--- src/rtl/i2s_tx.sv ---
// I2S-style transmitter: serialises left/right word pairs MSB first, one bit per clk.
// A one-entry holding buffer lets consecutive frames go out with no idle cycle.
module i2s_tx #(
  parameter int unsigned DATA_W = 32
) (
  input  logic              clk,
  input  logic              rst_n,
  input  logic              in_valid,
  input  logic [DATA_W-1:0] in_left,
  input  logic [DATA_W-1:0] in_right,
  output logic              in_ready,
  output logic              out_valid,
  output logic              WS,
  output logic              SD
);

  localparam int unsigned CNT_W = (DATA_W > 1) ? $clog2(DATA_W) : 1;
  localparam logic [CNT_W-1:0] LAST_BIT = CNT_W'(DATA_W - 1);

  typedef enum logic [1:0] {IDLE, TXL, TXR} state_e;

  state_e                state_q, state_d;
  logic                  buf_full_q, buf_full_d;
  logic [DATA_W-1:0]     buf_l_q, buf_l_d;
  logic [DATA_W-1:0]     buf_r_q, buf_r_d;
  logic [2*DATA_W-1:0]   shift_q, shift_d;
  logic [CNT_W-1:0]      cnt_q, cnt_d;
  logic                  out_valid_q, out_valid_d;
  logic                  ws_q, ws_d;
  logic                  sd_q, sd_d;
  logic                  load;
  logic                  accept;

  assign in_ready  = ~buf_full_q;
  assign out_valid = out_valid_q;
  assign WS        = ws_q;
  assign SD        = sd_q;

  always_comb begin
    state_d     = state_q;
    buf_full_d  = buf_full_q;
    buf_l_d     = buf_l_q;
    buf_r_d     = buf_r_q;
    shift_d     = shift_q;
    cnt_d       = cnt_q;
    out_valid_d = out_valid_q;
    ws_d        = ws_q;
    sd_d        = sd_q;
    load        = 1'b0;
    accept      = in_valid & ~buf_full_q;

    // Output flops hold the bit currently on the wire; the shifter holds the bits still to come.
    unique case (state_q)
      IDLE: begin
        out_valid_d = 1'b0;
        ws_d        = 1'b0;
        sd_d        = 1'b0;
        if (buf_full_q) load = 1'b1;
      end
      TXL: begin
        out_valid_d = 1'b1;
        sd_d        = shift_q[2*DATA_W-1];
        shift_d     = {shift_q[2*DATA_W-2:0], 1'b0};
        if (cnt_q == LAST_BIT) begin
          state_d = TXR;
          cnt_d   = '0;
          ws_d    = 1'b1;
        end else begin
          cnt_d = cnt_q + CNT_W'(1);
          ws_d  = 1'b0;
        end
      end
      TXR: begin
        if (cnt_q == LAST_BIT) begin
          if (buf_full_q) begin
            load = 1'b1;
          end else begin
            state_d     = IDLE;
            cnt_d       = '0;
            out_valid_d = 1'b0;
            ws_d        = 1'b0;
            sd_d        = 1'b0;
          end
        end else begin
          cnt_d       = cnt_q + CNT_W'(1);
          out_valid_d = 1'b1;
          ws_d        = 1'b1;
          sd_d        = shift_q[2*DATA_W-1];
          shift_d     = {shift_q[2*DATA_W-2:0], 1'b0};
        end
      end
      default: begin
        state_d     = IDLE;
        out_valid_d = 1'b0;
        ws_d        = 1'b0;
        sd_d        = 1'b0;
      end
    endcase

    // The left MSB goes straight to SD on load, so the shifter keeps only the remaining bits.
    if (load) begin
      state_d     = TXL;
      cnt_d       = '0;
      buf_full_d  = 1'b0;
      out_valid_d = 1'b1;
      ws_d        = 1'b0;
      sd_d        = buf_l_q[DATA_W-1];
      shift_d     = {buf_l_q[DATA_W-2:0], buf_r_q, 1'b0};
    end

    if (accept) begin
      buf_full_d = 1'b1;
      buf_l_d    = in_left;
      buf_r_d    = in_right;
    end
  end

  always_ff @(posedge clk) begin
    if (!rst_n) begin
      state_q     <= IDLE;
      buf_full_q  <= 1'b0;
      buf_l_q     <= '0;
      buf_r_q     <= '0;
      shift_q     <= '0;
      cnt_q       <= '0;
      out_valid_q <= 1'b0;
      ws_q        <= 1'b0;
      sd_q        <= 1'b0;
    end else begin
      state_q     <= state_d;
      buf_full_q  <= buf_full_d;
      buf_l_q     <= buf_l_d;
      buf_r_q     <= buf_r_d;
      shift_q     <= shift_d;
      cnt_q       <= cnt_d;
      out_valid_q <= out_valid_d;
      ws_q        <= ws_d;
      sd_q        <= sd_d;
    end
  end

endmodule

--- config.mk ---
export PLATFORM = sky130hd
export DESIGN_NAME = i2s_tx
export DESIGN_NICKNAME = d
export VERILOG_FILES = /design/src/rtl/i2s_tx.sv
export SDC_FILE = /design/constraint.sdc
export NUM_CORES = 1
export LEC_CHECK = 0
export BUFFER_PORTS_ARGS = -buffer_cell sky130_fd_sc_hd__buf_2
export CAP_MARGIN = 10
export CELL_PAD_IN_SITES_DETAIL_PLACEMENT = 1
export CELL_PAD_IN_SITES_GLOBAL_PLACEMENT = 1
export CORE_ASPECT_RATIO = 0.75
export CORE_MARGIN = 2
export CORE_UTILIZATION = 37
export CTS_CLUSTER_DIAMETER = 40
export CTS_CLUSTER_SIZE = 8
export DETAILED_ROUTE_END_ITERATION = 7
export HOLD_SLACK_MARGIN = 0.05
export PLACE_DENSITY_LB_ADDON = 0.2
export SETUP_SLACK_MARGIN = 0.15
export SYNTH_ARGS = -nofsm -noshare
export SYNTH_HDL_FRONTEND = slang
export SYNTH_SLANG_ARGS = --single-unit
--- constraint.sdc ---
create_clock -name clk -period 2.5 [get_ports clk]
set_input_delay 0.5 -clock clk [delete_from_list [all_inputs] [get_ports clk]]
set_output_delay 0.5 -clock clk [all_outputs]
set_load 0.03 [all_outputs]
; ---- Yosys cells after proc, flatten, opt, wreduce, memory -nomap -nowiden
; Index checks and enable logic that the tools add are counted.
[word_totals]
reg_bits = 139
out_inout_bits = 4
word_cells = 66
[classes]
n_addsub = 1
n_eq_ne = 14
n_mux = 26
bitwise = 4
reduce_logical = 10
[ops]
columns = cell, n
row1 = $mux 64, 2
row2 = $pmux 64 s2, 1
row3 = $mux 5, 3
row4 = $ne 3x3->1 const B, 5
row5 = $mux 1, 11
row6 = $ne 2x2->1 const B, 5
row7 = $pmux 5 s2, 1
row8 = $pmux 1 s2, 4
row9 = $reduce_and 4->1, 2
row10 = $mux 2, 3
row11 = $pmux 2 s3, 1
row12 = $reduce_and 2->1, 3
row13 = $add 5x1->5 const B, 1
row14 = $eq 5x5->1 const B, 1
row15 = $ne 4x4->1 const B, 1
row16 = $reduce_bool 2->1, 2
row17 = $not 1->1, 3
row18 = $reduce_bool 3->1, 1
row19 = $eq 2x1->1 const B, 1
row20 = $eq 2x2->1 const B, 1
row21 = $logic_not 2->1, 1
row22 = $reduce_or 2->1, 1
row23 = $and 1x1->1, 1

; ---- Depth between registers and ports, before layout
[logic_depth]
depth_word = 5
ltp_mapped = 9

; ---- Worst setup path before layout
; OpenSTA, ideal clock, no wires.
[synth_path]
kind = reg-to-reg
from = register cnt_q[0]
to = register shift_q[30]
setup_ps = 147
arrival_ps = 1759
t_required_ps = 2353
setup_slack_ps = 594
stages_incl_launch_ff = 10
path_buffers = 3
path_cell_list = dfxtp_1 -> ha_1 -> and3_1 -> ha_1 -> and2_1 -> buf_4 -> o21ai_2 -> buf_4 -> buf_4 -> a311oi_2
[synth_via]
elab_chain_cells = 5
word_cells_on_any_way = 7
classes_between = eq/ne (2) / mux (3) / reduce/logical (2)
[synth_lines]
columns = item, line_no
row1 = "start, declared", 27  ; logic [CNT_W-1:0] cnt_q, cnt_d;
row2 = "start signal, assigned", 135  ; cnt_q <= cnt_d;
row3 = $eq 5x5->1 (*), 74  ; if (cnt_q == LAST_BIT) begin
row4 = $mux 1, 74
row5 = $pmux 1 s2, 53  ; unique case (state_q)
row6 = $ne 3x3->1 (no source line) or $reduce_bool 3->1 (tied branches), n/a
row7 = $reduce_and 2->1 (no source line), n/a
row8 = "end signal, assigned", 134  ; shift_q <= shift_d;
row9 = "end, declared", 26  ; logic [2*DATA_W-1:0] shift_q, shift_d;
; Mark *: on every way between the ends. The rest lies on a longest branch, timed or not.
; A chain may end at the register's enable or synchronous reset.

; ---- Final worst setup path
[layout_path]
from = register cnt_q[0]
to = register shift_q[23]
; The elaborated chain is that of the path after synthesis.

==> results.sh <==
export IMPL_synth_cells=719
export IMPL_finalSetupViolCount=0
export IMPL_syn_to_final_growth_pct=18.5
export IMPL_synth_seq_cells=138
export IMPL_p_int_uw=4340
export IMPL_hpwl_mm=10.6
export IMPL_p_leak_uw=0.00251
export IMPL_antenna_cells=0
export IMPL_cp_arrival_ns=2.45
export IMPL_clkLatencyLatePin_ns=0.43
export IMPL_grt_pass1_vias=5557
export IMPL_final_common_cell="dfxtp_1"
export IMPL_slew_limit_headroom_pct=66.8
export IMPL_pwr_share_comb_pct=13.1
export IMPL_die_h_um=115
export IMPL_cp_required_ns=2.82
export IMPL_place_ws_ns=0.118
export IMPL_post_cts_buffers=0
export IMPL_fmax_mhz=468
export IMPL_vias=5477
export IMPL_fill_cells=1884
export IMPL_cp_end_kind="flop"
export IMPL_report_final_slew_viol_count=0
export IMPL_root_buffer="clkbuf_16"
export IMPL_synth_cell_types=36
export IMPL_critPathLaunchType="flop"
export IMPL_start_util_pct=38.0
export IMPL_cts_tree="done"
export IMPL_layout_nets=824
export IMPL_grt_max_degree=52
export IMPL_grt_pass1_wl_mm=28.5
export IMPL_rsz0062_at_grt="no"
export IMPL_io_pins=71
export IMPL_dr_pass1_iters=5
export IMPL_hp_class="input pin to flop"
export IMPL_numCtsBuffers=17
export IMPL_swShare_pct=25.9
export IMPL_crit_fanout=25
export IMPL_finClkSkew_ns=0.00821
export IMPL_grt_overflow_total=0
export IMPL_power_density_nw_per_um2=810
export IMPL_final_cell_mix="138 x dfxtp_1, 131 x nand2_1, 71 x a21oi_1, 70 x buf_2, 66 x o21ai_0"
export IMPL_finalWirelength_mm=16.9
export IMPL_finalSetupTns_ns=0
export IMPL_io_buffer_count=70
export IMPL_seqCellArea_sq_um=2760
export IMPL_synth_warnings=0
export IMPL_syn_avg_cell_area_sq_um=8.49
export IMPL_postCtsHoldBufs=0
export IMPL_p_seq_share_pct=42.3
export IMPL_gp_congestion=0.771
export IMPL_async_reset_ff_share_pct=0
export IMPL_syn_cell_area_sq_um=6100
export IMPL_period_needed_ns=2.14
export IMPL_viasPerCell=5.62
export IMPL_ant_nets=0
export IMPL_cts_max_path_buffers=2
export IMPL_timing_final_ws_setup_ns=0.363
export IMPL_clkSlewWorstSetupHoldPaths_ns=0.06
export IMPL_status="finished clean"
export IMPL_drv_cap=0
export IMPL_post_drt_wl_per_cell_um=17.4
export IMPL_reg2reg_slack_ns=0.36
export IMPL_grt_antenna_before_repair=0
export IMPL_synth_fp_nets=791
export IMPL_die_area_sq_um=17500
export IMPL_multiInputGateArea_sq_um=2940
export IMPL_drive_gt1_share_pct=22.8
export IMPL_track_usage_pct=20.2
export IMPL_pwr_share_clk_pct=44.6
export IMPL_tightest_slew_ns=0.498
export IMPL_ir_drop_v=0.000418
export IMPL_htreeDepth=4
export IMPL_cts_sinks=138
export IMPL_p_switching_uw=1520
export IMPL_synth_edf_count=0
export IMPL_finalPower_uw=5850
export IMPL_drc=0
export IMPL_die_w_um=152
export IMPL_finalHoldViolations=0
export IMPL_yosysSeqAreaShare_pct=45.3
export IMPL_drtIter0Drc=341
export IMPL_synth_top_flop_cell="dfxtp_1"
export IMPL_rows=40
export IMPL_crit_type="flop to flop"
export IMPL_layout_worst_path_cycle_share_pct=85.5
export IMPL_core_sq_um=16100
==> worst max-delay path, stage by stage (launching register included) <==
cell	delay, ns
dfxtp_1	0.39
ha_1	0.20
and3_1	0.22
ha_4	0.24
and2_2	0.25
buf_4	0.27
o21ai_0	0.14
a311oi_1	0.32
==> kinds of logic (layout without fill, tap and decap cells) <==
family	Yosys count	in the layout	share of synthesized area, %
AND/OR/NAND/NOR	277	277	20.2
AO/OA/AOI/OAI	215	215	26.2
flip-flops	138	138	45.3
buffers and inverters	84	129	7.30
adder cells (fa/ha/maj)	5	5	1.03
==> sequential cells by signal, indices dropped and copies added (netlist names) <==
name        flops
cnt_q           5
buf_l_q        32
state_q         2
WS              1
shift_q        63
out_valid       1
SD              1
buf_r_q        32
buf_full_q      1
==> final cells by class <==
class | instances | share of cell area, %
timing repair buffer | 93 | 8.80
clock inverter | 7 | 1.58
sequential | 138 | 38.2
inverter | 5 | 0.294
multi-input combinational | 497 | 40.7
clock buffer | 24 | 6.80
tap | 210 | 3.64
==> worst paths after layout <==
check	start	to	cells after the start
setup / recovery	cnt_q[0]	shift_q[23]	7
hold / removal	in_left[15]	buf_l_q[15]	3
setup reg to reg	cnt_q[0]	shift_q[23]	7
hold reg to reg	buf_l_q[5]	buf_l_q[5]	2
==> power by group through the flow <==
stage	Combinational, uW	Clock, uW	Sequential (uW)
after floorplan	572	0	2490
after global routing	855	2770	2500
final	768	2610	2480
after CTS	777	2670	2470
after detailed placement	774	0	2520
after global placement	741	0	2510
==> metrics by stage <==
stage	util [%]	area (sq um)	cells	hold WS, ns
after CTS	44.9	7220	974	0.291
after detailed placement	41.1	6610	943	0.449
after global placement	41.1	6610	943	0.445
after floorplan	-	6100	719	0.432
final	45.0	7230	974	0.307
after global routing	45.0	7230	974	0.296
==> metal layers <==
layer | up-vias | track usage (%) | part of all wire [%]
met5 | - | 0 | 0
met4 | 0 | 6.60 | 1.3
met3 | 13 | 4.60 | 3.9
met2 | 104 | 33.8 | 47
met1 | 2704 | 26.2 | 48
li1 | 2656 | - | -
==> cell usage after synthesis (5+ instances only) <==
| cell type | count | area share, % |
|---|---|---|
| buf_4 | 15 | 1.8 |
| nand2_1 | 132 | 8.1 |
| clkbuf_1 | 27 | 1.7 |
| o21ai_0 | 66 | 5.4 |
| nand3_1 | 65 | 5.3 |
| a311oi_1 | 23 | 3.3 |
| a311oi_2 | 39 | 9.6 |
| dfxtp_1 | 138 | 45 |
| nor3_1 | 65 | 5.3 |
| ha_1 | 5 | 1.0 |
| inv_1 | 5 | 0.31 |
| a21oi_1 | 71 | 5.8 |
| buf_2 | 27 | 2.2 |
| clkbuf_2 | 5 | 0.41 |
==> timing repair <==
action | in CTS | in global routing
setup endpoints to repair | 1 | 1
pin swaps | 0 | 0
hold endpoints to repair | 0 | 0
resized for setup | 1 | 1
(Power assumes the default switching activity.)
